**config.mk**
```make
export PLATFORM = sky130hd
export DESIGN_NAME = peripheral_uart_rx_deframer
export DESIGN_NICKNAME = d
export VERILOG_FILES = /design/src/rtl/peripheral_uart_rx_deframer.sv
export SDC_FILE = /design/constraint.sdc
export NUM_CORES = 1
export LEC_CHECK = 0
export ABC_CLOCK_PERIOD_IN_PS = 4550
export CAP_MARGIN = 20
export CORE_MARGIN = 2
export CORE_UTILIZATION = 60
export CTS_CLUSTER_DIAMETER = 100
export DETAILED_ROUTE_END_ITERATION = 10
export PLACE_DENSITY = 0.8
export SETUP_SLACK_MARGIN = 0.05
export SLEW_MARGIN = 30
export SYNTH_ARGS = -nofsm -noshare
export SYNTH_HDL_FRONTEND = slang
export SYNTH_SLANG_ARGS = --single-unit
```
**constraint.sdc**
```tcl
create_clock -name CLK -period 4.55 [get_ports CLK]
set_clock_uncertainty 0.2 [all_clocks]
set_input_delay 0.6825 -clock CLK [delete_from_list [all_inputs] [get_ports CLK]]
set_output_delay 0.6825 -clock CLK [all_outputs]
set_load 0.03 [all_outputs]
```
**src/rtl/peripheral_uart_rx_deframer.sv**
```systemverilog
// UART receive deframer: mid-bit sampling of a synchronised serial line,
// optional parity, and a small byte FIFO with a valid/ready output stream.
module peripheral_uart_rx_deframer #(
  parameter int DIV_WIDTH  = 16,
  parameter int FIFO_DEPTH = 4,
  parameter int SYNC_DEPTH = 2
) (
  input  logic                 CLK,
  input  logic                 RST,
  input  logic [DIV_WIDTH-1:0] cfg_div_i,
  input  logic                 cfg_par_en_i,
  input  logic                 cfg_par_odd_i,
  input  logic                 rx_i,
  output logic [7:0]           data_o,
  output logic                 par_err_o,
  output logic                 frm_err_o,
  output logic                 valid_o,
  input  logic                 ready_i,
  output logic                 overrun_o,
  output logic                 busy_o
);

  localparam int AW = $clog2(FIFO_DEPTH);

  typedef enum logic [2:0] {
    ST_IDLE   = 3'd0,
    ST_START  = 3'd1,
    ST_DATA   = 3'd2,
    ST_PARITY = 3'd3,
    ST_STOP   = 3'd4
  } state_t;

  state_t                 state_r;
  logic [SYNC_DEPTH-1:0]  sync_r;
  logic                   rx_s;
  logic                   rx_prev_r;
  logic                   start_edge_s;
  logic [DIV_WIDTH-1:0]   div_eff_s;
  logic [DIV_WIDTH-1:0]   div_r;
  logic [DIV_WIDTH-1:0]   cnt_r;
  logic                   half_due_s;
  logic                   bit_due_s;
  logic [2:0]             bit_cnt_r;
  logic [7:0]             shift_r;
  logic                   par_en_r;
  logic                   par_odd_r;
  logic                   par_err_r;
  logic                   busy_r;

  logic                   push_s;
  logic [9:0]             push_data_s;
  logic [9:0]             mem_r [FIFO_DEPTH];
  logic [AW:0]            wr_ptr_r;
  logic [AW:0]            rd_ptr_r;
  logic [AW:0]            wr_nxt_s;
  logic [AW:0]            rd_nxt_s;
  logic                   full_s;
  logic                   pop_s;
  logic                   push_ok_s;
  logic                   next_empty_s;
  logic [9:0]             head_s;
  logic [9:0]             head_r;
  logic                   valid_r;
  logic                   overrun_r;

  assign rx_s         = sync_r[SYNC_DEPTH-1];
  // A low stop bit leaves rx_prev_r low, so re-arming needs the line to go high first.
  assign start_edge_s = rx_prev_r & ~rx_s;
  assign div_eff_s    = (cfg_div_i < DIV_WIDTH'(4)) ? DIV_WIDTH'(4) : cfg_div_i;
  assign half_due_s   = (cnt_r == ((div_r >> 1) - DIV_WIDTH'(1)));
  assign bit_due_s    = (cnt_r == (div_r - DIV_WIDTH'(1)));

  // Input synchroniser and previous-sample register for edge detection.
  always_ff @(posedge CLK) begin
    if (RST) begin
      sync_r    <= '1;
      rx_prev_r <= 1'b1;
    end else begin
      sync_r    <= {sync_r[SYNC_DEPTH-2:0], rx_i};
      rx_prev_r <= rx_s;
    end
  end

  // Frame FSM: start qualification, data shift, parity and stop sampling.
  always_ff @(posedge CLK) begin
    if (RST) begin
      state_r   <= ST_IDLE;
      div_r     <= DIV_WIDTH'(4);
      cnt_r     <= '0;
      bit_cnt_r <= 3'd0;
      shift_r   <= 8'h00;
      par_en_r  <= 1'b0;
      par_odd_r <= 1'b0;
      par_err_r <= 1'b0;
      busy_r    <= 1'b0;
    end else begin
      case (state_r)
        ST_IDLE: begin
          if (start_edge_s) begin
            div_r     <= div_eff_s;
            par_en_r  <= cfg_par_en_i;
            par_odd_r <= cfg_par_odd_i;
            par_err_r <= 1'b0;
            cnt_r     <= '0;
            bit_cnt_r <= 3'd0;
            state_r   <= ST_START;
            busy_r    <= 1'b1;
          end
        end
        ST_START: begin
          if (half_due_s) begin
            cnt_r <= '0;
            if (rx_s) begin
              state_r <= ST_IDLE;
              busy_r  <= 1'b0;
            end else begin
              state_r <= ST_DATA;
            end
          end else begin
            cnt_r <= cnt_r + DIV_WIDTH'(1);
          end
        end
        ST_DATA: begin
          if (bit_due_s) begin
            cnt_r     <= '0;
            shift_r   <= {rx_s, shift_r[7:1]};
            bit_cnt_r <= bit_cnt_r + 3'd1;
            if (bit_cnt_r == 3'd7) begin
              state_r <= par_en_r ? ST_PARITY : ST_STOP;
            end
          end else begin
            cnt_r <= cnt_r + DIV_WIDTH'(1);
          end
        end
        ST_PARITY: begin
          if (bit_due_s) begin
            cnt_r     <= '0;
            par_err_r <= (((^shift_r) ^ rx_s) != par_odd_r);
            state_r   <= ST_STOP;
          end else begin
            cnt_r <= cnt_r + DIV_WIDTH'(1);
          end
        end
        ST_STOP: begin
          if (bit_due_s) begin
            cnt_r   <= '0;
            state_r <= ST_IDLE;
            busy_r  <= 1'b0;
          end else begin
            cnt_r <= cnt_r + DIV_WIDTH'(1);
          end
        end
        default: begin
          state_r <= ST_IDLE;
          busy_r  <= 1'b0;
          cnt_r   <= '0;
        end
      endcase
    end
  end

  assign push_s       = (state_r == ST_STOP) && bit_due_s;
  assign push_data_s  = {~rx_s, par_err_r, shift_r};
  assign full_s       = (wr_ptr_r[AW] != rd_ptr_r[AW]) &&
                        (wr_ptr_r[AW-1:0] == rd_ptr_r[AW-1:0]);
  assign pop_s        = valid_r && ready_i;
  assign push_ok_s    = push_s && (!full_s || pop_s);
  assign wr_nxt_s     = wr_ptr_r + (AW+1)'(push_ok_s);
  assign rd_nxt_s     = rd_ptr_r + (AW+1)'(pop_s);
  assign next_empty_s = (wr_nxt_s == rd_nxt_s);

  // Next head entry, forwarding a push that lands in the slot about to become head.
  always_comb begin
    head_s = mem_r[rd_nxt_s[AW-1:0]];
    if (push_ok_s && (rd_nxt_s[AW-1:0] == wr_ptr_r[AW-1:0])) begin
      head_s = push_data_s;
    end else begin
      head_s = mem_r[rd_nxt_s[AW-1:0]];
    end
  end

  // FIFO storage.
  always_ff @(posedge CLK) begin
    if (push_ok_s) begin
      mem_r[wr_ptr_r[AW-1:0]] <= push_data_s;
    end
  end

  // FIFO pointers and registered stream outputs; head holds its value when empty.
  always_ff @(posedge CLK) begin
    if (RST) begin
      wr_ptr_r  <= '0;
      rd_ptr_r  <= '0;
      head_r    <= 10'd0;
      valid_r   <= 1'b0;
      overrun_r <= 1'b0;
    end else begin
      wr_ptr_r  <= wr_nxt_s;
      rd_ptr_r  <= rd_nxt_s;
      valid_r   <= !next_empty_s;
      overrun_r <= push_s && !push_ok_s;
      if (!next_empty_s) begin
        head_r <= head_s;
      end
    end
  end

  assign data_o    = head_r[7:0];
  assign par_err_o = head_r[8];
  assign frm_err_o = head_r[9];
  assign valid_o   = valid_r;
  assign overrun_o = overrun_r;
  assign busy_o    = busy_r;

endmodule

```
==> results of run 1 <==
-- cell families after synthesis --
family	after synthesis	share of synthesized area, %
AOI/OAI and AO/OA	93	11.51
adders and majority gates	9	1.850
xor gates and xnor gates	60	8.861
and+or+nand+nor	243	22.84
muxes	32	7.381
buffers and inverters	64	4.461
DFF	111	43.09
-- layer usage --
metal / global-route usage [%] / vias to the layer above / wire length (microns)
li1: - / 2235 / -
met1: 36.46 / 2264 / 6253
met2: 42.20 / 154 / 6869
met3: 4.741 / 26 / 841
met4: 8.381 / 0 / 250
met5: 0 / - / 0
-- final timing paths --
path                                 from  cells past startpoint  slack, ns         to
worst min register to register  sync_r[0]                      1       0.23  sync_r[1]
worst max-delay path             div_r[0]                     18       0.36  head_r[0]
worst max register to register   div_r[0]                     18       0.36  head_r[0]
worst min-delay path            sync_r[0]                      1       0.23  sync_r[1]
-- final cells by class --
| type | count | area (sq um) | share of cell area, % |
|---|---|---|---|
| clock buffers | 11 | 131.4 | 1.957 |
| clock inverters | 5 | 57.56 | 0.8572 |
| inverters | 13 | 48.80 | 0.7268 |
| multi-input cells | 437 | 3224 | 48.02 |
| flip-flops and latches | 111 | 2623 | 39.06 |
| well taps | 133 | 166.4 | 2.479 |
| repair buffers | 50 | 462.9 | 6.895 |
-- synthesized netlist by cell type (all sizes together) (2+ instances only) --
cell type and count:
xor2 24, o31ai 2, nor2b 10, clkbuf 35, nand2 62, o21bai 2
o21ai 8, o21a 2, a221oi 13, mux4 10, inv 13, mux2 3
nor3 16, xnor2 35, or4 6, dfxtp 71, a31oi 4, nand3b 13
a21o 14, a31o 2, or3 4, nand3 12, nor4 14, edfxtp 40
nand2b 17, nand4 13, and3b 2, a21oi 24, and3 6, or2 7
buf 16, nor3b 22, nor4b 2, ha 9, a2111oi 2, or3b 3
a22oi 4, mux2i 19, nand4b 3, nor2 30, a22o 4, a311oi 2
-- placed cells by master, fill, tap and decap left out, types with 3 or more instances in the layout --
master | synthesis | routed
edfxtp_1 | 40 | 40
mux4_2 | 10 | 10
or4_1 | 5 | 5
and3_1 | 6 | 6
nand4b_1 | 3 | 3
nand3_1 | 12 | 11
mux2i_1 | 19 | 19
nor4_2 | 4 | 5
nor3b_1 | 20 | 20
nand2_1 | 62 | 62
a22oi_1 | 4 | 4
nand2b_1 | 17 | 17
a21oi_1 | 24 | 24
nor3_1 | 15 | 13
nand3b_1 | 13 | 13
a21o_1 | 14 | 14
clkdlybuf4s50_1 | 0 | 33
xnor2_1 | 35 | 35
inv_1 | 13 | 13
nor2b_1 | 10 | 10
or3_1 | 4 | 4
nand4_1 | 13 | 13
dfxtp_1 | 71 | 71
clkbuf_8 | 0 | 9
a22o_1 | 4 | 4
nor3_2 | 1 | 3
xor2_1 | 24 | 24
a221oi_1 | 11 | 11
buf_4 | 2 | 14
nor4_1 | 10 | 9
a31oi_1 | 4 | 4
o21ai_0 | 7 | 7
or2_2 | 7 | 7
nor2_1 | 30 | 29
ha_1 | 9 | 9
-- power by group through the flow --
stage	Sequential, W	Combinational, W	Clock [W]
after floorplan	0.00108	0.000242	0
after global placement	0.00110	0.000310	0
after detailed placement	0.00110	0.000318	0
after CTS	0.00108	0.000322	0.000600
after global routing	0.00108	0.000357	0.000636
final	0.00108	0.000330	0.000592
-- sequential cells by signal (all words and copies together), names as in the netlist --
| register | cells |
|---|---|
| state_r | 3 |
| shift_r | 8 |
| head_r | 10 |
| cnt_r | 16 |
| par_en_r | 1 |
| par_odd_r | 1 |
| div_r | 16 |
| bit_cnt_r | 3 |
| valid_o | 1 |
| mem_r | 40 |
| busy_o | 1 |
| rx_prev_r | 1 |
| par_err_r | 1 |
| rd_ptr_r | 3 |
| wr_ptr_r | 3 |
| sync_r | 2 |
| overrun_o | 1 |
-- worst max-delay path, delay by kind of cell, from the launching register on --
family                     cells  cell delay (ns)
AOI/OAI and AO/OA              1             0.24
xor gates and xnor gates       2             0.30
adders and majority gates      3             0.57
buffers and inverters          3             0.42
DFF                            1             0.39
muxes                          1             0.18
and+or+nand+nor                8             1.79
-- through the flow --
stage                     hold WS (ns)  total power, W  utilization, %
after detailed placement        0.2030        0.001419           66.08
after global placement          0.1993        0.001411           66.08
after floorplan                 0.1895        0.001326               -
final                           0.2251        0.002001           68.37
after global routing            0.2509        0.002077           68.37
after CTS                       0.2303        0.002001           68.00
-- timing repair --
action	4_1_cts	5_1_grt
hold buffers	0	0
endpoints found under the hold margin	0	0
resized for setup	0	7
setup endpoints to repair	0	11
==> flow_summary.ini, run 1 <==
[finish]
design_area_sq_mm = 0.006714
drive_gt1_share_pct = 11.64
fin_nets = 653
syn2layout_area_growth_pct = 10.32
antennaDiodeCount = 0
fillers = 782
final_cells = 760

[floorplan]
num_rows = 36
dieArea_sq_mm = 0.01096
die-width_microns = 104.7
initial_core_util_pct = 61.98
ios = 35
die_h_microns = 104.7
core_sq_mm = 0.009819

[clocking]
clk_pin_slew_ns = 0.10
insertion_delay_ns = 0.39
postCtsSetupBuffers = 0
clockBufferDepth = 2
cts_tree = yes
clock-root-buffer = clkbuf_8
cts_buffers = 9
clock-sinks = 111
cts_htree_levels = 3

[drt]
drc = 0
totalWireLength_microns = 14220
avgViaCountPerCell = 6.157
drtIter0Drc = 456
dr.pass1.iters = 5
route.vias.total = 4679
wire_per_inst_microns = 18.70
final_antenna_net_count = 0

[place]
dp_slack_ns = 0.2498
portBuffers = 34
place_congestion = 0.8890
dpl.hpwl_microns = 10040
placed_cells = 743
dpl-instance-area_sq_mm = 0.006489

[grt]
grt_pass1_vias = 4352
grt_start_max_net_pins = 57
antenna_found_initial = 0
overflow = 0
grt.total_usage_pct = 26.34
grt_first_pass_wirelength_microns = 22850

[timing]
max_slew.worst_pin.slew_ns = 0.9016
fin_crit_sh_pct = 92.04
fin_crit_ns = 4.188
max_freq_mhz = 238.8
hold_violations = 0
setup_viol = 0
slew_headroom_pct = 39.89
slew_violations = 0
rsz0062_at_grt = false
fin_tns_setup_ns = 0
setup_ws_ns = 0.3621

[yosys]
syn_area_sq_mm = 0.006086
synth.avg_cell_area_sq_um = 9.944
synthFlopType = dfxtp_1
syn-num-nets = 643
yosys-top-cells-area = dfxtp_1, edfxtp_1, xnor2_1
ys_ff_latch = 111
synth_warnings = 0
yosys.area.top_type_share_pct = 23.36
yosys.area.top_type = dfxtp_1
async_reset_ff_share_pct = 0
synthCells = 612
synth-edff-count = 40
synth_cell_types = 67
yosysSeqAreaShare_pct = 43.09

[worst_setup_path]
crit_top_cell = ha_1
crit_path_end_kind = register
path_class = register to register
cp_slowest_stage_delay_ns = 0.39
slowest_stage = dfxtp_1
worstPathCellList = inv_1, ha_1, or3b_1, or3_1, a221oi_2, nand4b_1, nor3_2, nand3_2, inv_1, ha_1, ha_1, xnor2_1, xnor2_1, nor3_2, buf_6, nor3b_1, mux2i_1, nand2_1
cp_max_fo = 16
arrival_ns = 4.26
cp.required_ns = 4.62
cp-start-kind = register

[pwr]
clock_power_share_pct = 29.6
power_switching_w = 0.0005747
p_comb_share_pct = 16.5
seqPwrFrac_pct = 54.0
leakage_nw = 2.424
p_sw_share_pct = 28.72
ir_worst_vdd_uv = 243.3
p_per_area_mw_per_mm2 = 298.1
p_int_w = 0.001427

[job]
max_cap_viol_count = 0

[run_status]
status = complete, no violations

[min_path]
min_path_type = register to register
Power figures use the tool's default switching activity.
==> inputs of run 2 (changes only) <==
ABC_CLOCK_PERIOD_IN_PS = unset   (was 4550)
SLEW_MARGIN = 20   (was 30)
==> results of run 2 <==
Same layout as run 1: the final DEF is identical, and so are final timing and power.
